File: config.mk
export PLATFORM = sky130hd
export DESIGN_NAME = apb_byte_master_flat
export DESIGN_NICKNAME = d
export VERILOG_FILES = /design/src/rtl/apb_byte_master_if.sv /design/src/rtl/apb_byte_master.sv /design/src/flat_wrapper.sv
export SDC_FILE = /design/constraint.sdc
export NUM_CORES = 1
export LEC_CHECK = 0
export ABC_AREA = 1
export BUFFER_PORTS_ARGS = -buffer_cell sky130_fd_sc_hd__buf_2
export CAP_MARGIN = 5
export CORE_ASPECT_RATIO = 0.75
export CORE_UTILIZATION = 35
export CTS_CLUSTER_DIAMETER = 120
export CTS_CLUSTER_SIZE = 20
export DETAILED_ROUTE_END_ITERATION = 10
export PLACE_DENSITY_LB_ADDON = 0.08
export SYNTH_ARGS = -nofsm -noshare
export SYNTH_HDL_FRONTEND = slang
export SYNTH_SLANG_ARGS = --single-unit
File: constraint.sdc
create_clock -name CLK -period 2.1 [get_ports CLK]
set_clock_uncertainty 0.2 [all_clocks]
set_input_delay 0.42 -clock CLK [delete_from_list [all_inputs] [get_ports CLK]]
set_output_delay 0.42 -clock CLK [all_outputs]
set_load 0.1 [all_outputs]
File: src/rtl/apb_byte_master_if.sv
// Byte-stream and APB signal bundle for apb_byte_master.
// The master modport is the bridge's view; the slave modport is the environment's view.
interface apb_byte_master_if #(
  parameter int unsigned APB_ADDR_WIDTH = 12
);
  logic [7:0]                rx_data_i;
  logic                      rx_valid_i;
  logic                      rx_ready_o;
  logic [7:0]                tx_data_o;
  logic                      tx_valid_o;
  logic                      tx_ready_i;
  logic [APB_ADDR_WIDTH-1:0] PADDR;
  logic [31:0]               PWDATA;
  logic                      PWRITE;
  logic                      PSEL;
  logic                      PENABLE;
  logic [31:0]               PRDATA;
  logic                      PREADY;
  logic                      PSLVERR;

  modport master (
    input  rx_data_i, rx_valid_i, tx_ready_i, PRDATA, PREADY, PSLVERR,
    output rx_ready_o, tx_data_o, tx_valid_o, PADDR, PWDATA, PWRITE, PSEL, PENABLE
  );

  modport slave (
    output rx_data_i, rx_valid_i, tx_ready_i, PRDATA, PREADY, PSLVERR,
    input  rx_ready_o, tx_data_o, tx_valid_o, PADDR, PWDATA, PWRITE, PSEL, PENABLE
  );
endinterface

File: src/rtl/apb_byte_master.sv
// Byte-stream to APB debug bridge: parses W/R command frames, runs one APB transfer, returns K/E status (+ read data).
// Optional ACCESS-phase timeout enabled by defining APB_BYTE_MASTER_TIMEOUT_EN.
module apb_byte_master #(
  parameter int unsigned APB_ADDR_WIDTH = 12,
  parameter int unsigned TIMEOUT_CYCLES = 255
) (
  input  logic                CLK,
  input  logic                RSTN,
  apb_byte_master_if.master   bus,
  output logic                busy_o
);

  if (APB_ADDR_WIDTH < 1 || APB_ADDR_WIDTH > 16 || TIMEOUT_CYCLES < 1) begin : g_bad_param
    $error("apb_byte_master: parameter out of range");
  end

  localparam logic [7:0] CMD_WR = 8'h57;
  localparam logic [7:0] CMD_RD = 8'h52;
  localparam logic [7:0] ST_OK  = 8'h4B;
  localparam logic [7:0] ST_ERR = 8'h45;

  typedef enum logic [2:0] {
    S_IDLE, S_ADDR0, S_ADDR1, S_DATA, S_SETUP, S_ACCESS, S_RESP
  } state_t;

  state_t                    state_q, state_d;
  logic [2:0]                cnt_q, cnt_d;
  logic [7:0]                addr_lo_q, addr_lo_d;
  logic [7:0]                addr_hi_q, addr_hi_d;
  logic [31:0]               wdata_q, wdata_d;
  logic [APB_ADDR_WIDTH-1:0] paddr_q, paddr_d;
  logic [31:0]               pwdata_q, pwdata_d;
  logic                      pwrite_q, pwrite_d;
  logic [31:0]               rdata_q, rdata_d;
  logic [7:0]                status_q, status_d;
  logic                      psel_q, psel_d;
  logic                      penable_q, penable_d;
  logic                      rx_ready_q, rx_ready_d;
  logic                      tx_valid_q, tx_valid_d;
  logic [7:0]                tx_data_q, tx_data_d;
  logic                      busy_q, busy_d;
  logic                      rx_fire, tx_fire;

`ifdef APB_BYTE_MASTER_TIMEOUT_EN
  localparam logic [7:0]  ST_TMO = 8'h54;
  localparam int unsigned TMO_W  = $clog2(TIMEOUT_CYCLES + 1);
  logic [TMO_W-1:0] tmo_q, tmo_d;
`endif

  assign rx_fire = bus.rx_valid_i & rx_ready_q;
  assign tx_fire = tx_valid_q & bus.tx_ready_i;

  // State and datapath registers; bus outputs are registered copies of the next-state decode.
  always_ff @(posedge CLK or negedge RSTN) begin
    if (!RSTN) begin
      state_q    <= S_IDLE;
      cnt_q      <= '0;
      addr_lo_q  <= '0;
      addr_hi_q  <= '0;
      wdata_q    <= '0;
      paddr_q    <= '0;
      pwdata_q   <= '0;
      pwrite_q   <= 1'b0;
      rdata_q    <= '0;
      status_q   <= '0;
      psel_q     <= 1'b0;
      penable_q  <= 1'b0;
      rx_ready_q <= 1'b0;
      tx_valid_q <= 1'b0;
      tx_data_q  <= '0;
      busy_q     <= 1'b0;
`ifdef APB_BYTE_MASTER_TIMEOUT_EN
      tmo_q      <= '0;
`endif
    end else begin
      state_q    <= state_d;
      cnt_q      <= cnt_d;
      addr_lo_q  <= addr_lo_d;
      addr_hi_q  <= addr_hi_d;
      wdata_q    <= wdata_d;
      paddr_q    <= paddr_d;
      pwdata_q   <= pwdata_d;
      pwrite_q   <= pwrite_d;
      rdata_q    <= rdata_d;
      status_q   <= status_d;
      psel_q     <= psel_d;
      penable_q  <= penable_d;
      rx_ready_q <= rx_ready_d;
      tx_valid_q <= tx_valid_d;
      tx_data_q  <= tx_data_d;
      busy_q     <= busy_d;
`ifdef APB_BYTE_MASTER_TIMEOUT_EN
      tmo_q      <= tmo_d;
`endif
    end
  end

  // Next-state, datapath and output decode.
  always_comb begin
    state_d   = state_q;
    cnt_d     = cnt_q;
    addr_lo_d = addr_lo_q;
    addr_hi_d = addr_hi_q;
    wdata_d   = wdata_q;
    paddr_d   = paddr_q;
    pwdata_d  = pwdata_q;
    pwrite_d  = pwrite_q;
    rdata_d   = rdata_q;
    status_d  = status_q;
`ifdef APB_BYTE_MASTER_TIMEOUT_EN
    tmo_d     = tmo_q;
`endif

    unique case (state_q)
      S_IDLE: begin
        if (rx_fire && (bus.rx_data_i == CMD_WR || bus.rx_data_i == CMD_RD)) begin
          pwrite_d = (bus.rx_data_i == CMD_WR);
          state_d  = S_ADDR0;
        end
      end
      S_ADDR0: begin
        if (rx_fire) begin
          addr_lo_d = bus.rx_data_i;
          state_d   = S_ADDR1;
        end
      end
      S_ADDR1: begin
        if (rx_fire) begin
          addr_hi_d = bus.rx_data_i;
          cnt_d     = '0;
          if (pwrite_q) begin
            state_d = S_DATA;
          end else begin
            // Reads go straight to SETUP; PWDATA keeps its previous value.
            paddr_d = APB_ADDR_WIDTH'({bus.rx_data_i, addr_lo_q});
            state_d = S_SETUP;
          end
        end
      end
      S_DATA: begin
        if (rx_fire) begin
          wdata_d[{cnt_q[1:0], 3'b000} +: 8] = bus.rx_data_i;
          cnt_d = cnt_q + 3'd1;
          if (cnt_q == 3'd3) begin
            // APB-visible address/data only change on entry to SETUP.
            paddr_d  = APB_ADDR_WIDTH'({addr_hi_q, addr_lo_q});
            pwdata_d = {bus.rx_data_i, wdata_q[23:0]};
            cnt_d    = '0;
            state_d  = S_SETUP;
          end
        end
      end
      S_SETUP: begin
        state_d = S_ACCESS;
`ifdef APB_BYTE_MASTER_TIMEOUT_EN
        tmo_d   = '0;
`endif
      end
      S_ACCESS: begin
        if (bus.PREADY) begin
          rdata_d  = bus.PRDATA;
          status_d = bus.PSLVERR ? ST_ERR : ST_OK;
          cnt_d    = '0;
          state_d  = S_RESP;
        end
`ifdef APB_BYTE_MASTER_TIMEOUT_EN
        else if (tmo_q == TMO_W'(TIMEOUT_CYCLES - 1)) begin
          rdata_d  = '0;
          status_d = ST_TMO;
          cnt_d    = '0;
          state_d  = S_RESP;
        end else begin
          tmo_d = tmo_q + TMO_W'(1);
        end
`endif
      end
      S_RESP: begin
        if (tx_fire) begin
          if (cnt_q == (pwrite_q ? 3'd0 : 3'd4)) begin
            cnt_d   = '0;
            state_d = S_IDLE;
          end else begin
            cnt_d = cnt_q + 3'd1;
          end
        end
      end
      default: state_d = S_IDLE;
    endcase

    psel_d     = (state_d == S_SETUP) || (state_d == S_ACCESS);
    penable_d  = (state_d == S_ACCESS);
    rx_ready_d = (state_d == S_IDLE) || (state_d == S_ADDR0) ||
                 (state_d == S_ADDR1) || (state_d == S_DATA);
    tx_valid_d = (state_d == S_RESP);
    busy_d     = (state_d != S_IDLE);

    unique case (cnt_d)
      3'd1:    tx_data_d = rdata_d[7:0];
      3'd2:    tx_data_d = rdata_d[15:8];
      3'd3:    tx_data_d = rdata_d[23:16];
      3'd4:    tx_data_d = rdata_d[31:24];
      default: tx_data_d = status_d;
    endcase
    if (state_d != S_RESP) tx_data_d = tx_data_q;
  end

  assign bus.rx_ready_o = rx_ready_q;
  assign bus.tx_data_o  = tx_data_q;
  assign bus.tx_valid_o = tx_valid_q;
  assign bus.PADDR      = paddr_q;
  assign bus.PWDATA     = pwdata_q;
  assign bus.PWRITE     = pwrite_q;
  assign bus.PSEL       = psel_q;
  assign bus.PENABLE    = penable_q;
  assign busy_o         = busy_q;

endmodule
File: src/flat_wrapper.sv
// flat-port wrapper written by rule: the top's interface ports become plain ports
module apb_byte_master_flat 
#(
  parameter int unsigned APB_ADDR_WIDTH = 12,
  parameter int unsigned TIMEOUT_CYCLES = 255
)
  (CLK, RSTN, busy_o, bus_rx_data_i, bus_rx_valid_i, bus_tx_ready_i, bus_PRDATA, bus_PREADY, bus_PSLVERR, bus_rx_ready_o, bus_tx_data_o, bus_tx_valid_o, bus_PADDR, bus_PWDATA, bus_PWRITE, bus_PSEL, bus_PENABLE);
  apb_byte_master_if #(.APB_ADDR_WIDTH(APB_ADDR_WIDTH)) bus_i ();
  input  logic CLK;
  input  logic RSTN;
  output logic busy_o;
  input wire logic [$bits(bus_i.rx_data_i)-1:0] bus_rx_data_i;
  input wire logic [$bits(bus_i.rx_valid_i)-1:0] bus_rx_valid_i;
  input wire logic [$bits(bus_i.tx_ready_i)-1:0] bus_tx_ready_i;
  input wire logic [$bits(bus_i.PRDATA)-1:0] bus_PRDATA;
  input wire logic [$bits(bus_i.PREADY)-1:0] bus_PREADY;
  input wire logic [$bits(bus_i.PSLVERR)-1:0] bus_PSLVERR;
  output wire logic [$bits(bus_i.rx_ready_o)-1:0] bus_rx_ready_o;
  output wire logic [$bits(bus_i.tx_data_o)-1:0] bus_tx_data_o;
  output wire logic [$bits(bus_i.tx_valid_o)-1:0] bus_tx_valid_o;
  output wire logic [$bits(bus_i.PADDR)-1:0] bus_PADDR;
  output wire logic [$bits(bus_i.PWDATA)-1:0] bus_PWDATA;
  output wire logic [$bits(bus_i.PWRITE)-1:0] bus_PWRITE;
  output wire logic [$bits(bus_i.PSEL)-1:0] bus_PSEL;
  output wire logic [$bits(bus_i.PENABLE)-1:0] bus_PENABLE;
  assign bus_i.rx_data_i = bus_rx_data_i;
  assign bus_i.rx_valid_i = bus_rx_valid_i;
  assign bus_i.tx_ready_i = bus_tx_ready_i;
  assign bus_i.PRDATA = bus_PRDATA;
  assign bus_i.PREADY = bus_PREADY;
  assign bus_i.PSLVERR = bus_PSLVERR;
  assign bus_rx_ready_o = bus_i.rx_ready_o;
  assign bus_tx_data_o = bus_i.tx_data_o;
  assign bus_tx_valid_o = bus_i.tx_valid_o;
  assign bus_PADDR = bus_i.PADDR;
  assign bus_PWDATA = bus_i.PWDATA;
  assign bus_PWRITE = bus_i.PWRITE;
  assign bus_PSEL = bus_i.PSEL;
  assign bus_PENABLE = bus_i.PENABLE;
  apb_byte_master #(.APB_ADDR_WIDTH(APB_ADDR_WIDTH), .TIMEOUT_CYCLES(TIMEOUT_CYCLES)) u_core (.CLK(CLK), .RSTN(RSTN), .bus(bus_i), .busy_o(busy_o));
endmodule
==> impl_metrics.env <==
export IMPL_async_reset_ff_share_pct=100
export IMPL_worst_setup_path_type="register to register"
export IMPL_grt_antenna_before_repair=0
export IMPL_h_tree_depth=4
export IMPL_synth_most_common_cell="nand2_1"
export IMPL_synthFlopType="dfrtp_1"
export IMPL_cp_top_family="simple AND/OR/NAND/NOR gates"
export IMPL_cap_violations=0
export IMPL_min_path_type="input port to register"
export IMPL_met2_length_um=6720
export IMPL_track_usage_pct=18.8
export IMPL_fin_crit_sh_pct=105
export IMPL_violations="setup timing"
export IMPL_synth_nets=768
export IMPL_ys_warn_count=0
export IMPL_ys_top_cells_by_count="nand2_1, dfrtp_1, o21ai_0, inv_1, nor2_1"
export IMPL_design_die_area_um2=18000
export IMPL_worst_pin_slew_ns=0.624
export IMPL_yosysTopAreaCellShare_pct=57.3
export IMPL_place_area_um2=7510
export IMPL_ys_types=28
export IMPL_postRouteAntennaNets=0
export IMPL_initial_utilization_pct=36.0
export IMPL_slew_headroom_pct=58.0
export IMPL_finalHoldViolations=0
export IMPL_grt_start_max_net_pins=65
export IMPL_p_leak_nw=4.42
export IMPL_fin_crit_ns=2.20
export IMPL_routabilityCongestion=0.886
export IMPL_crit_start="u_core.cnt_q[0]"
export IMPL_clock_path_buffers=2
export IMPL_root_buffer="clkbuf_16"
export IMPL_cpMostUsedCell="nand2_1"
export IMPL_clk_latency_ns=0.43
export IMPL_power_mw=13.0
export IMPL_synth_edff_count=0
export IMPL_drt_iter0_drc=358
export IMPL_dr_total_vias=5292
export IMPL_drtPass1Iterations=5
export IMPL_clk_pin_slew_ns=0.06
export IMPL_crit_buf_inv=2
export IMPL_fin_area_um2=8430
export IMPL_multiInputGateArea_um2=2420
export IMPL_met1_length_um=8690
export IMPL_synth_cells=715
export IMPL_first_global_vias=5059
export IMPL_synth_area_top_cells="dfrtp_1, nand2_1, o21ai_0, inv_1, nand4_1"
export IMPL_fin_nets=945
export IMPL_cts_made_buffers=17
export IMPL_setup_violations_final=8
export IMPL_row_count=41
export IMPL_dp_hpwl_um=11600
export IMPL_area_delta_synth_final_pct=37.9
export IMPL_fmax_mhz=455
export IMPL_ys_seq_elements=140
export IMPL_p_per_area_nw_per_um2=1540
export IMPL_cp_required_ns=2.21
export IMPL_top_layer_used="met4"
export IMPL_ir_drop_v=0.000629
export IMPL_dieWidth_um=155
export IMPL_core_area_um2=17000
export IMPL_tns_ns=-0.513
export IMPL_yosysTopAreaCell="dfrtp_1"
export IMPL_worstPathCellList="ha_4 -> ha_4 -> nand3b_1 -> nand2_2 -> inv_2 -> nand2_4 -> nand3_4 -> clkbuf_16 -> a21oi_4 -> nand2_1 -> nand2_1 -> nand2_1"
export IMPL_grt_pass1_wl_um=26000
export IMPL_path_max_fanout=6
export IMPL_cp_start_kind="register"
export IMPL_r2r_start="u_core.cnt_q[0]"
export IMPL_regArea_um2=3520
export IMPL_seq_area_frac_synth_pct=57.3
export IMPL_die_y_um=117
export IMPL_grt_ovfl_total=0
export IMPL_grt_setup_unrepaired="yes"
export IMPL_max_stage_delay_ns=0.45
export IMPL_critical_path_arrival_ns=2.31
export IMPL_wl_met3_um=664
export IMPL_wirelength_um=16100
export IMPL_cp_end_kind="register"
export IMPL_diodes=0
export IMPL_clock_sinks=140
export IMPL_tritoncts="built"
export IMPL_setup_slack_ns=-0.0996
export IMPL_via_per_inst=4.64
export IMPL_io_buffers=103
export IMPL_drive_gt1_share_pct=32.0
export IMPL_drcViolationCount=0
export IMPL_crit_slowest_cell="dfrtp_2"
export IMPL_drv_slew=0
export IMPL_hold_worst_slack_ns=0.0318
export IMPL_outcome="finished, violations left"
export IMPL_syn_area_per_cell_um2=8.56
export IMPL_wire_per_inst_um=14.1
export IMPL_nFillCells=1654
export IMPL_pin_count=104
export IMPL_synthesis_area_um2=6120
export IMPL_hp_start="bus_PRDATA[20]"
sequential cells by signal, summed over array words and instances (netlist names):
signal / count
u_core.bus.PSEL: 1
u_core.addr_lo_q: 8
u_core.bus.PADDR: 12
u_core.bus.PENABLE: 1
u_core.addr_hi_q: 4
u_core.rdata_q: 32
u_core.bus.PWDATA: 32
u_core.bus.PWRITE: 1
u_core.bus.tx_valid_o: 1
u_core.bus.rx_ready_o: 1
u_core.wdata_q: 24
u_core.cnt_q: 3
u_core.bus.tx_data_o: 8
u_core.busy_o: 1
u_core.state_q: 3
u_core.status_q: 8
worst min-delay path: cells and delay by family:
kind,cells,cell delay [ns]
and+or+nand+nor,2,0.12
buffers and inverters,1,0.07
stage by stage:
step	instances	setup slack [ns]	util, %
after CTS	1138	-0.0783	48.7
after floorplan	715	-0.0600	-
after detailed placement	1100	-0.303	44.2
after global placement	1100	-0.184	44.2
after global routing	1141	-0.188	49.7
final	1141	-0.0996	49.7
worst paths after layout:
| check | slack (ns) | cells past startpoint | end |
|---|---|---|---|
| setup reg to reg | -0.1 | 12 | u_core.bus.tx_data_o[6] |
| hold reg to reg | 0.25 | 2 | u_core.status_q[6] |
| min in group asynchronous | 0.25 | 2 | u_core.bus.PWDATA[1] |
| max in group asynchronous | 0.80 | 3 | u_core.bus.tx_valid_o |
| setup / recovery | -0.1 | 12 | u_core.bus.tx_data_o[6] |
| hold / removal | 0.03 | 3 | u_core.rdata_q[20] |
cell type report:
type | count | share of cell area, %
clock buffer | 18 | 5.21
clock inverter | 14 | 1.87
inverter | 86 | 3.99
tap | 236 | 3.50
sequential | 140 | 41.7
multi-input combinational | 461 | 28.6
timing repair buffer | 186 | 15.1
metal layers:
layer	track usage [%]	vias to the layer above
met3	5.01	8
met4	5.68	0
met2	26.2	98
li1	-	2662
met1	28.2	2524
met5	0	-
cells by family (layout without fill, tap and decap cells):
group           after synthesis  count (layout)  synth area share (%)
simple gates                352             352                  25.1
flops                       140             140                  57.3
buf+inv                     114             304                  7.42
compound gates              102             102                  8.79
fa+ha+maj                     7               7                  1.43
power by group:
group | switching, mW | internal, mW
Clock | 1.23 | 1.80
Combinational | 4.18 | 1.68
Sequential | 0.410 | 3.67
Total | 5.81 | 7.15
cells in the final DEF (no fill, tap or decap), types with 2 or more instances in the layout:
| cell type | count |
|---|---|
| a21oi_4 | 4 |
| nor2_1 | 36 |
| dfrtp_4 | 2 |
| buf_6 | 4 |
| inv_1 | 74 |
| ha_4 | 4 |
| clkbuf_16 | 18 |
| dfrtp_2 | 6 |
| a21oi_2 | 4 |
| nor4_1 | 4 |
| buf_12 | 7 |
| dfrtp_1 | 132 |
| buf_4 | 70 |
| nand4_1 | 37 |
| nand2_1 | 208 |
| inv_6 | 5 |
| ha_1 | 3 |
| nand2_4 | 4 |
| nand3_1 | 21 |
| nand3b_1 | 3 |
| inv_4 | 3 |
| o21ai_1 | 3 |
| nand3_4 | 5 |
| bufinv_16 | 2 |
| inv_2 | 6 |
| a31oi_1 | 5 |
| nor2_2 | 3 |
| nand3_2 | 3 |
| clkinv_4 | 3 |
| nand2_2 | 9 |
| or2_2 | 10 |
| clkinvlp_4 | 2 |
| buf_2 | 102 |
| o21ai_0 | 83 |
| clkinv_2 | 3 |
| nor2_4 | 6 |
repair_timing:
item | CTS | global route
gates cloned | 0 | 1
buffers inserted | 5 | 2
hold buffers | 1 | 0
setup endpoints to repair | 12 | 23
pin swaps | 10 | 5
gates resized for setup | 32 | 29
hold endpoints to repair | 33 | 0
No activity file was read; power rests on OpenSTA's default activity.
